--- config.mk ---
export PLATFORM = sky130hd
export DESIGN_NAME = alu_sequencer_flat
export DESIGN_NICKNAME = d
export VERILOG_FILES = /design/src/rtl/alu_seq_pkg.sv /design/src/rtl/alu_seq_if.sv /design/src/rtl/nib_patch.sv /design/src/rtl/alu_sequencer.sv /design/src/flat_wrapper.sv
export SDC_FILE = /design/constraint.sdc
export NUM_CORES = 1
export LEC_CHECK = 0
export CAP_MARGIN = 20
export CELL_PAD_IN_SITES_DETAIL_PLACEMENT = 0
export CELL_PAD_IN_SITES_GLOBAL_PLACEMENT = 1
export CORE_MARGIN = 4
export CORE_UTILIZATION = 39
export DETAILED_ROUTE_END_ITERATION = 6
export PLACE_DENSITY = 0.8
export SYNTH_ARGS = -nofsm -noshare
export SYNTH_HDL_FRONTEND = slang
export SYNTH_SLANG_ARGS = --single-unit
--- constraint.sdc ---
create_clock -name clk -period 3.3 [get_ports clk]
set_clock_uncertainty 0.2 [all_clocks]
set_input_delay 0.66 -clock clk [delete_from_list [all_inputs] [get_ports clk]]
set_output_delay 0.66 -clock clk [all_outputs]
set_load 0.02 [all_outputs]
--- src/rtl/alu_seq_pkg.sv ---
// Shared types and op-select constants for the nibble-serial ALU sequencer.
// The op class comes from s3s2; the arithmetic variant comes from s1s0.
package alu_seq_pkg;

  typedef enum logic [1:0] {
    IDLE = 2'd0,
    RUN  = 2'd1,
    DONE = 2'd2
  } state_e;

  typedef enum logic [1:0] {
    ARITH = 2'b00,
    LOGIC = 2'b01,
    SHR   = 2'b10,
    SHL   = 2'b11
  } op_class_e;

  localparam logic [1:0] XFER = 2'b00;
  localparam logic [1:0] ADD  = 2'b01;
  localparam logic [1:0] SUB  = 2'b10;
  localparam logic [1:0] DEC  = 2'b11;

endpackage

--- src/rtl/alu_seq_if.sv ---
// Command and result handshakes between the control path (master) and the sequencer (slave).
interface alu_seq_if #(
  parameter int WIDTH = 16
);
  logic             cmd_valid;
  logic             cmd_ready;
  logic [3:0]       cmd_s;
  logic             cmd_cin;
  logic [WIDTH-1:0] cmd_a;
  logic [WIDTH-1:0] cmd_b;
  logic             res_valid;
  logic             res_ready;
  logic [WIDTH-1:0] res_f;
  logic             res_cout;

  modport master (
    output cmd_valid, cmd_s, cmd_cin, cmd_a, cmd_b, res_ready,
    input  cmd_ready, res_valid, res_f, res_cout
  );

  modport slave (
    input  cmd_valid, cmd_s, cmd_cin, cmd_a, cmd_b, res_ready,
    output cmd_ready, res_valid, res_f, res_cout
  );
endinterface

--- src/rtl/nib_patch.sv ---
// Fixes the bit that crosses a nibble boundary on shifts; a 4-bit shift
// alone cannot see its neighbour nibble.
module nib_patch
  import alu_seq_pkg::*;
(
  input  logic [3:0] alu_f,
  input  op_class_e  op_class,
  input  logic       nb_hi,
  input  logic       nb_lo,
  input  logic       is_top,
  input  logic       is_bot,
  output logic [3:0] f_patched
);

  always_comb begin
    // NOTE: assign a default before any branch so every path drives the output and no latch is inferred.
    f_patched = alu_f;
    case (op_class)
      SHR:     f_patched[3] = is_top ? 1'b0 : nb_hi;
      SHL:     f_patched[0] = is_bot ? 1'b0 : nb_lo;
      default: ;
    endcase
  end

endmodule

--- src/rtl/alu_sequencer.sv ---
// Drives an external 4-bit alu through WIDTH/4 nibble steps, LSB nibble first,
// chaining the carry between steps; one command in, one result out.
module alu_sequencer
  import alu_seq_pkg::*;
#(
  parameter int WIDTH = 16
) (
  input  logic       clk,
  input  logic       rst_n,
  alu_seq_if.slave   bus,
  output logic [3:0] alu_s,
  output logic       alu_cin,
  output logic [3:0] alu_a,
  output logic [3:0] alu_b,
  input  logic [3:0] alu_f,
  input  logic       alu_cout
);

  localparam int NIB   = WIDTH / 4;
  localparam int IDX_W = (NIB > 1) ? $clog2(NIB) : 1;
  localparam logic [IDX_W-1:0] LAST = IDX_W'(NIB - 1);

  generate
    if (WIDTH < 4 || (WIDTH % 4) != 0) begin : g_bad_width
      $error("alu_sequencer: WIDTH must be a multiple of 4 and at least 4");
    end
  endgenerate

  state_e           state_q, state_d;
  logic [IDX_W-1:0] idx_q, idx_d;
  logic [WIDTH-1:0] a_q, a_d, b_q, b_d, r_q, r_d;
  logic [3:0]       s_q, s_d;
  logic             cin_q, cin_d, carry_q, carry_d;

  op_class_e  op_class;
  logic [3:0] a_nib, b_nib, f_patched;
  logic       nb_hi, nb_lo, is_top, is_bot;

  assign op_class = op_class_e'(s_q[3:2]);
  assign is_top   = (idx_q == LAST);
  assign is_bot   = (idx_q == '0);

  // Neighbour indices wrap modulo WIDTH; the wrapped bit is masked by is_top/is_bot.
  always_comb begin
    a_nib = '0;
    b_nib = '0;
    nb_hi = 1'b0;
    nb_lo = 1'b0;
    for (int n = 0; n < NIB; n++) begin
      if (idx_q == IDX_W'(n)) begin
        a_nib = a_q[4*n +: 4];
        b_nib = b_q[4*n +: 4];
        nb_hi = a_q[(4*n + 4) % WIDTH];
        nb_lo = a_q[(4*n + WIDTH - 1) % WIDTH];
      end
    end
  end

  nib_patch u_nib_patch (
    .alu_f     (alu_f),
    .op_class  (op_class),
    .nb_hi     (nb_hi),
    .nb_lo     (nb_lo),
    .is_top    (is_top),
    .is_bot    (is_bot),
    .f_patched (f_patched)
  );

  always_ff @(posedge clk or negedge rst_n) begin
    if (!rst_n) begin
      state_q <= IDLE;
      idx_q   <= '0;
      a_q     <= '0;
      b_q     <= '0;
      r_q     <= '0;
      s_q     <= '0;
      cin_q   <= 1'b0;
      carry_q <= 1'b0;
    end else begin
      // NOTE: non-blocking assignments so every flop samples pre-edge values regardless of statement order.
      state_q <= state_d;
      idx_q   <= idx_d;
      a_q     <= a_d;
      b_q     <= b_d;
      r_q     <= r_d;
      s_q     <= s_d;
      cin_q   <= cin_d;
      carry_q <= carry_d;
    end
  end

  always_comb begin
    state_d = state_q;
    idx_d   = idx_q;
    a_d     = a_q;
    b_d     = b_q;
    r_d     = r_q;
    s_d     = s_q;
    cin_d   = cin_q;
    carry_d = carry_q;
    case (state_q)
      IDLE: begin
        if (bus.cmd_valid) begin
          state_d = RUN;
          idx_d   = '0;
          a_d     = bus.cmd_a;
          b_d     = bus.cmd_b;
          s_d     = bus.cmd_s;
          cin_d   = bus.cmd_cin;
        end
      end
      RUN: begin
        for (int n = 0; n < NIB; n++) begin
          if (idx_q == IDX_W'(n)) r_d[4*n +: 4] = f_patched;
        end
        carry_d = alu_cout;
        if (is_top) state_d = DONE;
        else        idx_d   = idx_q + 1'b1;
      end
      DONE: begin
        if (bus.res_ready) state_d = IDLE;
      end
      default: state_d = IDLE;
    endcase
  end

  // ALU-facing outputs depend on registered state only, never on alu_f/alu_cout.
  always_comb begin
    bus.cmd_ready = (state_q == IDLE);
    bus.res_valid = (state_q == DONE);
    alu_s   = '0;
    alu_cin = 1'b0;
    alu_a   = '0;
    alu_b   = '0;
    if (state_q == RUN) begin
      alu_s   = s_q;
      alu_cin = is_bot ? cin_q : carry_q;
      alu_a   = a_nib;
      alu_b   = b_nib;
    end
    case (op_class)
      ARITH:   bus.res_cout = carry_q;
      SHR:     bus.res_cout = a_q[0];
      SHL:     bus.res_cout = a_q[WIDTH-1];
      default: bus.res_cout = 1'b0;
    endcase
  end

  assign bus.res_f = r_q;

endmodule
--- src/flat_wrapper.sv ---
// flat-port wrapper written by rule: the top's interface ports become plain ports
module alu_sequencer_flat import alu_seq_pkg::*;
#(
  parameter int WIDTH = 16
)
  (clk, rst_n, alu_s, alu_cin, alu_a, alu_b, alu_f, alu_cout, bus_cmd_valid, bus_cmd_s, bus_cmd_cin, bus_cmd_a, bus_cmd_b, bus_res_ready, bus_cmd_ready, bus_res_valid, bus_res_f, bus_res_cout);
  alu_seq_if #(.WIDTH(WIDTH)) bus_i ();
  input  logic clk;
  input  logic rst_n;
  output logic [3:0] alu_s;
  output logic alu_cin;
  output logic [3:0] alu_a;
  output logic [3:0] alu_b;
  input  logic [3:0] alu_f;
  input  logic alu_cout;
  input wire logic [$bits(bus_i.cmd_valid)-1:0] bus_cmd_valid;
  input wire logic [$bits(bus_i.cmd_s)-1:0] bus_cmd_s;
  input wire logic [$bits(bus_i.cmd_cin)-1:0] bus_cmd_cin;
  input wire logic [$bits(bus_i.cmd_a)-1:0] bus_cmd_a;
  input wire logic [$bits(bus_i.cmd_b)-1:0] bus_cmd_b;
  input wire logic [$bits(bus_i.res_ready)-1:0] bus_res_ready;
  output wire logic [$bits(bus_i.cmd_ready)-1:0] bus_cmd_ready;
  output wire logic [$bits(bus_i.res_valid)-1:0] bus_res_valid;
  output wire logic [$bits(bus_i.res_f)-1:0] bus_res_f;
  output wire logic [$bits(bus_i.res_cout)-1:0] bus_res_cout;
  assign bus_i.cmd_valid = bus_cmd_valid;
  assign bus_i.cmd_s = bus_cmd_s;
  assign bus_i.cmd_cin = bus_cmd_cin;
  assign bus_i.cmd_a = bus_cmd_a;
  assign bus_i.cmd_b = bus_cmd_b;
  assign bus_i.res_ready = bus_res_ready;
  assign bus_cmd_ready = bus_i.cmd_ready;
  assign bus_res_valid = bus_i.res_valid;
  assign bus_res_f = bus_i.res_f;
  assign bus_res_cout = bus_i.res_cout;
  alu_sequencer #(.WIDTH(WIDTH)) u_core (.clk(clk), .rst_n(rst_n), .bus(bus_i), .alu_s(alu_s), .alu_cin(alu_cin), .alu_a(alu_a), .alu_b(alu_b), .alu_f(alu_f), .alu_cout(alu_cout));
endmodule
==> out/metrics.yaml, run 1 <==
clock_latency_ns: 0.33
rsz0062_at_grt: "false"
start_kind: "flop"
ctsLongestPathBuffers: 2
grt_overflow: 0
cellLeakagePower_nw: 1.60
grt_pass1_vias: 2201
p_per_area_nw_per_um2: 1040
hpwlAfterDp_um: 4640
seq_area_frac_synth_pct: 53.3
crit_chain: "inv_1 > ha_1 > buf_4 > nand3b_1 > a221o_1 > a21oi_1 > dlygate4sd2_1"
synth-edff-count: 0
r2r-start: "u_core.idx_q[0]"
worstSetupEndpointType: "output pin"
worst_pin_slew_ns: 0.556
netlist_instances: 239
die-area_sq_um: 8390
synth_top_area_share_pct: 53.3
grt_usage_pct: 16.8
core_sq_um: 6790
yosysWarnings: 0
finalSetupTns_ns: 0
drcViolationCount: 0
max_freq_mhz: 333
post-place-ws_ns: 0.336
die_height_um: 91.6
instances_no_fill: 421
numClockSinks: 58
cp_max_fo: 10
clock_power_share_pct: 15.9
p_int_mw: 2.43
path_delay_family: "buffers and inverters"
finalCritPeriodShare_pct: 90.9
ioPinCount: 78
avgSynthCellArea_sq_um: 11.4
synth_area_leaders: "dfrtp_1 53%, mux2_2 16%, a21oi_1 4.0%"
power_frac_seq_pct: 32.9
multi_input_area_sq_um: 1130
worstHoldStart: "u_core.bus.res_f[0]"
avgRoutedWirePerCell_um: 15.7
port_buffers: 77
diodes: 0
cp.required_ns: 2.44
async_flop_share_pct: 100
yosysMostFrequentCell: "dfrtp_1"
drtIter0Drc: 71
dr.pass1.iters: 4
root_buffer: "clkbuf_8"
synth_common_cells: "58 x dfrtp_1, 38 x mux2_2, 26 x nand2_1"
setup_slack_ns: 0.300
row_count: 30
period_minus_slack_ns: 3.00
areaGrowthSynthToFinish_pct: 39.2
layout-drive-gt1-share_pct: 19.4
min_path_type: "reg2reg"
worst_ep_arrival_time_ns: 2.14
finalHoldViolations: 0
cts_setup_buffers: 0
routed_wl_um: 6620
switching_share_pct: 38.5
ir_worst_vdd_mv: 0.570
dieWidth_um: 91.6
power_switching_mw: 1.53
cpMaxStageDelayCell: "dfrtp_1"
hold_end: "u_core.bus.res_f[0]"
worstSetupPathType: "reg2out"
maxSlewHeadroom_pct: 62.9
combPwrFrac_pct: 51.2
grt_max_degree: 50
drv_slew: 0
status: "complete, no violations"
num-fill-cells: 608
final_util_pct: 55.8
ant_nets: 0
start_util_pct: 40.1
cts.htree.levels: 3
cts_made_buffers: 9
synth_ff_type: "dfrtp_1"
nets: 371
timing.reg2reg.setup_slack_ns: 1.32
seq_area_sq_um: 1450
min_delay_path_depth: 2
cp_num_buf_inv: 3
r2r_end: "u_core.bus.res_f[4]"
grt_first_pass_wirelength_um: 11000
vias: 2047
ys_ff_latch: 58
yosysTopAreaCell: "dfrtp_1"
maxCapViolations: 0
tritoncts: "yes"
setup_viol: 0
netlist_area_sq_um: 2720
yosysUniqueCellTypes: 28
slowest_delay_ns: 0.40
antenna_found_initial: 0
path_clk_slew_ns: 0.06
reg2reg_depth: 6
place_inst: 404
vias_per_cell: 4.86
synthesis.nets: 289
gp_congestion: 0.782
==> stage by stage <==
step | total power, mW | hold slack [ns] | area, sq um
2_1_floorplan | 2.60 | 0.164 | 2720
3_3_place_gp | 3.36 | 0.264 | 3580
3_5_place_dp | 3.40 | 0.276 | 3580
4_1_cts | 4.00 | 0.286 | 3750
5_1_grt | 4.25 | 0.318 | 3790
6_report | 3.96 | 0.283 | 3790
==> per-layer routing <==
layer | track usage (%) | routed length (um) | vias to the layer above
met4 | 4.77 | 85 | 0
met1 | 20.7 | 2850 | 967
met5 | 0 | 0 | -
met3 | 9.03 | 610 | 8
li1 | - | - | 1009
met2 | 25.4 | 3070 | 63
==> worst min-delay path, stage by stage, from the launching register on <==
cell	delay, ns
dfrtp_1	0.34
nand2_1	0.04
o21ai_0	0.06
==> power groups by stage <==
stage	combinational [mW]	sequential (mW)	clock, mW
2_1_floorplan	1.24	1.36	0
3_3_place_gp	2.06	1.30	0
3_5_place_dp	2.09	1.31	0
4_1_cts	2.05	1.30	0.649
5_1_grt	2.23	1.35	0.679
6_report	2.03	1.30	0.630
==> worst max path at each step <==
stage / startpoint / to / slack, ns / cells after the start
floorplan: u_core.idx_q[0] / alu_a[1] / 0.81 / 7
global placement: u_core.idx_q[0] / alu_a[3] / 0.37 / 4
detailed placement: u_core.idx_q[0] / alu_b[3] / 0.34 / 7
CTS: u_core.idx_q[0] / alu_b[0] / 0.002 / 7
global route: u_core.idx_q[0] / alu_a[3] / 0.14 / 7
finish: u_core.idx_q[0] / alu_a[3] / 0.30 / 7
==> what timing repair did <==
action / 4_1_cts / 5_1_grt
hold buffers: 0 / 1
resized for setup: 7 / 3
endpoints found under the setup margin: 7 / 1
endpoints found under the hold margin: 0 / 8
pin swaps: 0 / 0
==> state kept, by name, summed over array words and instances, names as in the netlist <==
name              cells
u_core.a_q           16
u_core.bus.res_f     16
u_core.cin_q          1
u_core.idx_q          2
u_core.carry_q        1
u_core.state_q        2
u_core.s_q            4
u_core.b_q           16
==> cell type report <==
cell class	instances	area share (%)
clock buffer	12	3.83
sequential	58	38.3
tap	96	3.17
timing repair buffer	87	22.5
inverter	13	1.29
clock inverter	3	1.06
multi-input combinational	152	29.9
==> cell usage in the layout, fill, tap and decap left out, types with 2 or more instances in the layout <==
cell type        netlist  layout
dfrtp_1               58      58
nor2_1                 4       4
and2_1                 3       3
clkbuf_8               0      10
ha_1                   4       3
mux2_2                38      38
mux2i_1                3       3
dlygate4sd2_1          0       7
clkinv_2               0       2
a221o_1                8       8
nand2b_1               3       3
nand3_1                2       2
a21oi_1               22      22
clkbuf_1               2       2
a41oi_1                6       6
inv_1                 13      13
nand3b_1              10      10
nand2_1               26      26
buf_4                  4       7
o21ai_0               13      13
clkdlybuf4s50_1        0      68
nor2b_1                2       2
==> logic make-up after synthesis <==
kind of cell	synth area share [%]
compound gates	12.8
fa+ha+maj	1.84
buf+inv	5.42
flops	53.3
mux	16.8
simple gates	9.88
Power figures use the tool's default switching activity.
==> run 2, diff against run 1 <==
--- a/config.mk
+++ b/config.mk
@@ -9,9 +9,10 @@
 export CELL_PAD_IN_SITES_DETAIL_PLACEMENT = 0
 export CELL_PAD_IN_SITES_GLOBAL_PLACEMENT = 1
 export CORE_MARGIN = 4
-export CORE_UTILIZATION = 39
+export CORE_UTILIZATION = 25
+export CTS_CLUSTER_DIAMETER = 50
 export DETAILED_ROUTE_END_ITERATION = 6
-export PLACE_DENSITY = 0.8
+export PLACE_DENSITY = 0.54
 export SYNTH_ARGS = -nofsm -noshare
 export SYNTH_HDL_FRONTEND = slang
 export SYNTH_SLANG_ARGS = --single-unit
==> constraint.sdc (replaced) <==
create_clock -name clk -period 3.3 [get_ports clk]
set_clock_uncertainty 0.2 [all_clocks]
set_input_delay 0.66 -clock clk [delete_from_list [all_inputs] [get_ports clk]]
set_output_delay 0.66 -clock clk [all_outputs]
set_load 0.01 [all_outputs]
==> run 2 against run 1 <==
  * Register-to-register slack lost 0.04 ns
  * Flip-flop and latch count is the same
  * Sequential power is essentially flat
  * First-iteration DRC count shrank 7.0%
  * Total power grew 1.7%
  * Cell area grew 4.5%
  * Non-clock buffer count grew 4
==> out/metrics.yaml, run 2 (same netlist as run 1, synthesis figures left out) <==
status: "complete, no violations"
dieWidth_um: 112
dr.pass1.iters: 4
clock_power_share_pct: 18.1
maxSlewHeadroom_pct: 39.7
nets: 375
clock_latency_ns: 0.34
core_sq_um: 10500
r2r-start: "u_core.idx_q[1]"
finalHoldViolations: 0
cts.htree.levels: 3
grt_first_pass_wirelength_um: 12500
ant_nets: 0
num-fill-cells: 1102
vias: 2110
areaGrowthSynthToFinish_pct: 45.4
vias_per_cell: 4.54
reg2reg_depth: 6
numClockSinks: 58
path_clk_slew_ns: 0.07
p_per_area_nw_per_um2: 1020
final_area_sq_um: 3960
max_freq_mhz: 319
diodes: 0
start_kind: "flop"
antenna_found_initial: 0
ir_worst_vdd_mv: 0.383
grt_usage_pct: 12.6
start_util_pct: 26.0
avgRoutedWirePerCell_um: 16.2
worst_pin_slew_ns: 0.904
period_minus_slack_ns: 3.13
rsz0062_at_grt: "false"
cellLeakagePower_nw: 1.68
die-area_sq_um: 12600
grt_max_degree: 47
cp.required_ns: 2.44
maxCapViolations: 0
port_buffers: 77
grt_pass1_vias: 2320
grt_overflow: 0
power_switching_mw: 1.41
layout_commonest_cell: "clkdlybuf4s50_1"
tritoncts: "yes"
drtIter0Drc: 66
timing.reg2reg.setup_slack_ns: 1.28
postPlaceCellArea_sq_um: 3660
crit_chain: "inv_2 > ha_4 > nand3b_1 > a221o_1 > a21oi_1 > clkdlybuf4s50_1"
cpMaxStageDelayCell: "clkdlybuf4s50_1"
seq_area_sq_um: 1450
switching_share_pct: 34.9
hpwlAfterDp_um: 5270
power_frac_seq_pct: 32.5
drv_slew: 0
final_util_pct: 37.9
p_int_mw: 2.62
r2r_end: "u_core.bus.res_f[3]"
multi_input_area_sq_um: 1170
combPwrFrac_pct: 49.3
worst_ep_arrival_time_ns: 2.27
cp_max_fo: 10
cts_made_buffers: 9
worstSetupEndpointType: "output pin"
ctsLongestPathBuffers: 2
critical_path.startpoint: "u_core.idx_q[0]"
worstSetupPathType: "reg2out"
ioPinCount: 78
routed_wl_um: 7550
layout_common_cells: "70 x clkdlybuf4s50_1, 58 x dfrtp_1, 38 x mux2_2"
whs_ns: 0.238
row_count: 37
totalPowerFinal_mw: 4.03
setup_viol: 0
root_buffer: "clkbuf_8"
drcViolationCount: 0
finalSetupTns_ns: 0
min_path_type: "in2async"
gp_congestion: 0.754
finalCritPeriodShare_pct: 94.9
slowest_delay_ns: 0.57
layout-drive-gt1-share_pct: 22.8
die_height_um: 112
[run 2: how the worst max path moves through the flow]
stage               cells after the start  slack [ns]        to
CTS                                     7      0.0005  alu_b[0]
detailed placement                      7        0.23  alu_b[0]
floorplan                               7        0.95  alu_a[1]
finish                                  6        0.17  alu_a[3]
global route                            6        0.02  alu_a[3]
global placement                        7        0.25  alu_b[0]
[run 2: cell type report]
cell class,count,share of cell area (%)
Clock buffer,14,4.86
Clock inverter,1,0.758
Inverter,13,1.23
Multi-Input combinational cell,152,29.5
Sequential cell,58,36.6
Tap cell,136,4.30
Timing Repair Buffer,91,22.7
[run 2: layer usage]
layer | wire length, um | track usage [%]
met1 | 3630 | 17.2
met4 | 117 | 5.05
met5 | 0 | 0
met2 | 3410 | 18.6
met3 | 388 | 3.72
[run 2: worst max-delay path: cells and delay by family (launching register included)]
| family | cells | cell delay (ns) |
|---|---|---|
| flip-flops | 1 | 0.43 |
| buffers and inverters | 2 | 0.72 |
| adder cells (fa/ha/maj) | 1 | 0.24 |
| AND/OR/NAND/NOR | 1 | 0.09 |
| AO/OA/AOI/OAI | 2 | 0.46 |
[run 2: power groups by stage]
stage               registers, mW  logic (mW)  clock network (mW)
global placement             1.32        1.94                   0
global route                 1.37        2.20               0.786
CTS                          1.32        2.00               0.763
finish                       1.31        1.99               0.731
detailed placement           1.32        1.96                   0
floorplan                    1.29        1.13                   0
[run 2: per-stage QoR]
step	setup slack [ns]	cells
after floorplan	0.949	239
after global placement	0.251	447
after detailed placement	0.232	447
after CTS	0.000499	462
after global routing	0.0236	465
final	0.169	465
[run 2: timing repair]
item / in CTS / in global routing
buffers inserted: 0 / 3
hold endpoints to repair: 0 / 0
hold buffers: 0 / 0
gates resized for setup: 8 / 8
pin swaps: 0 / 0
endpoints found under the setup margin: 8 / 6
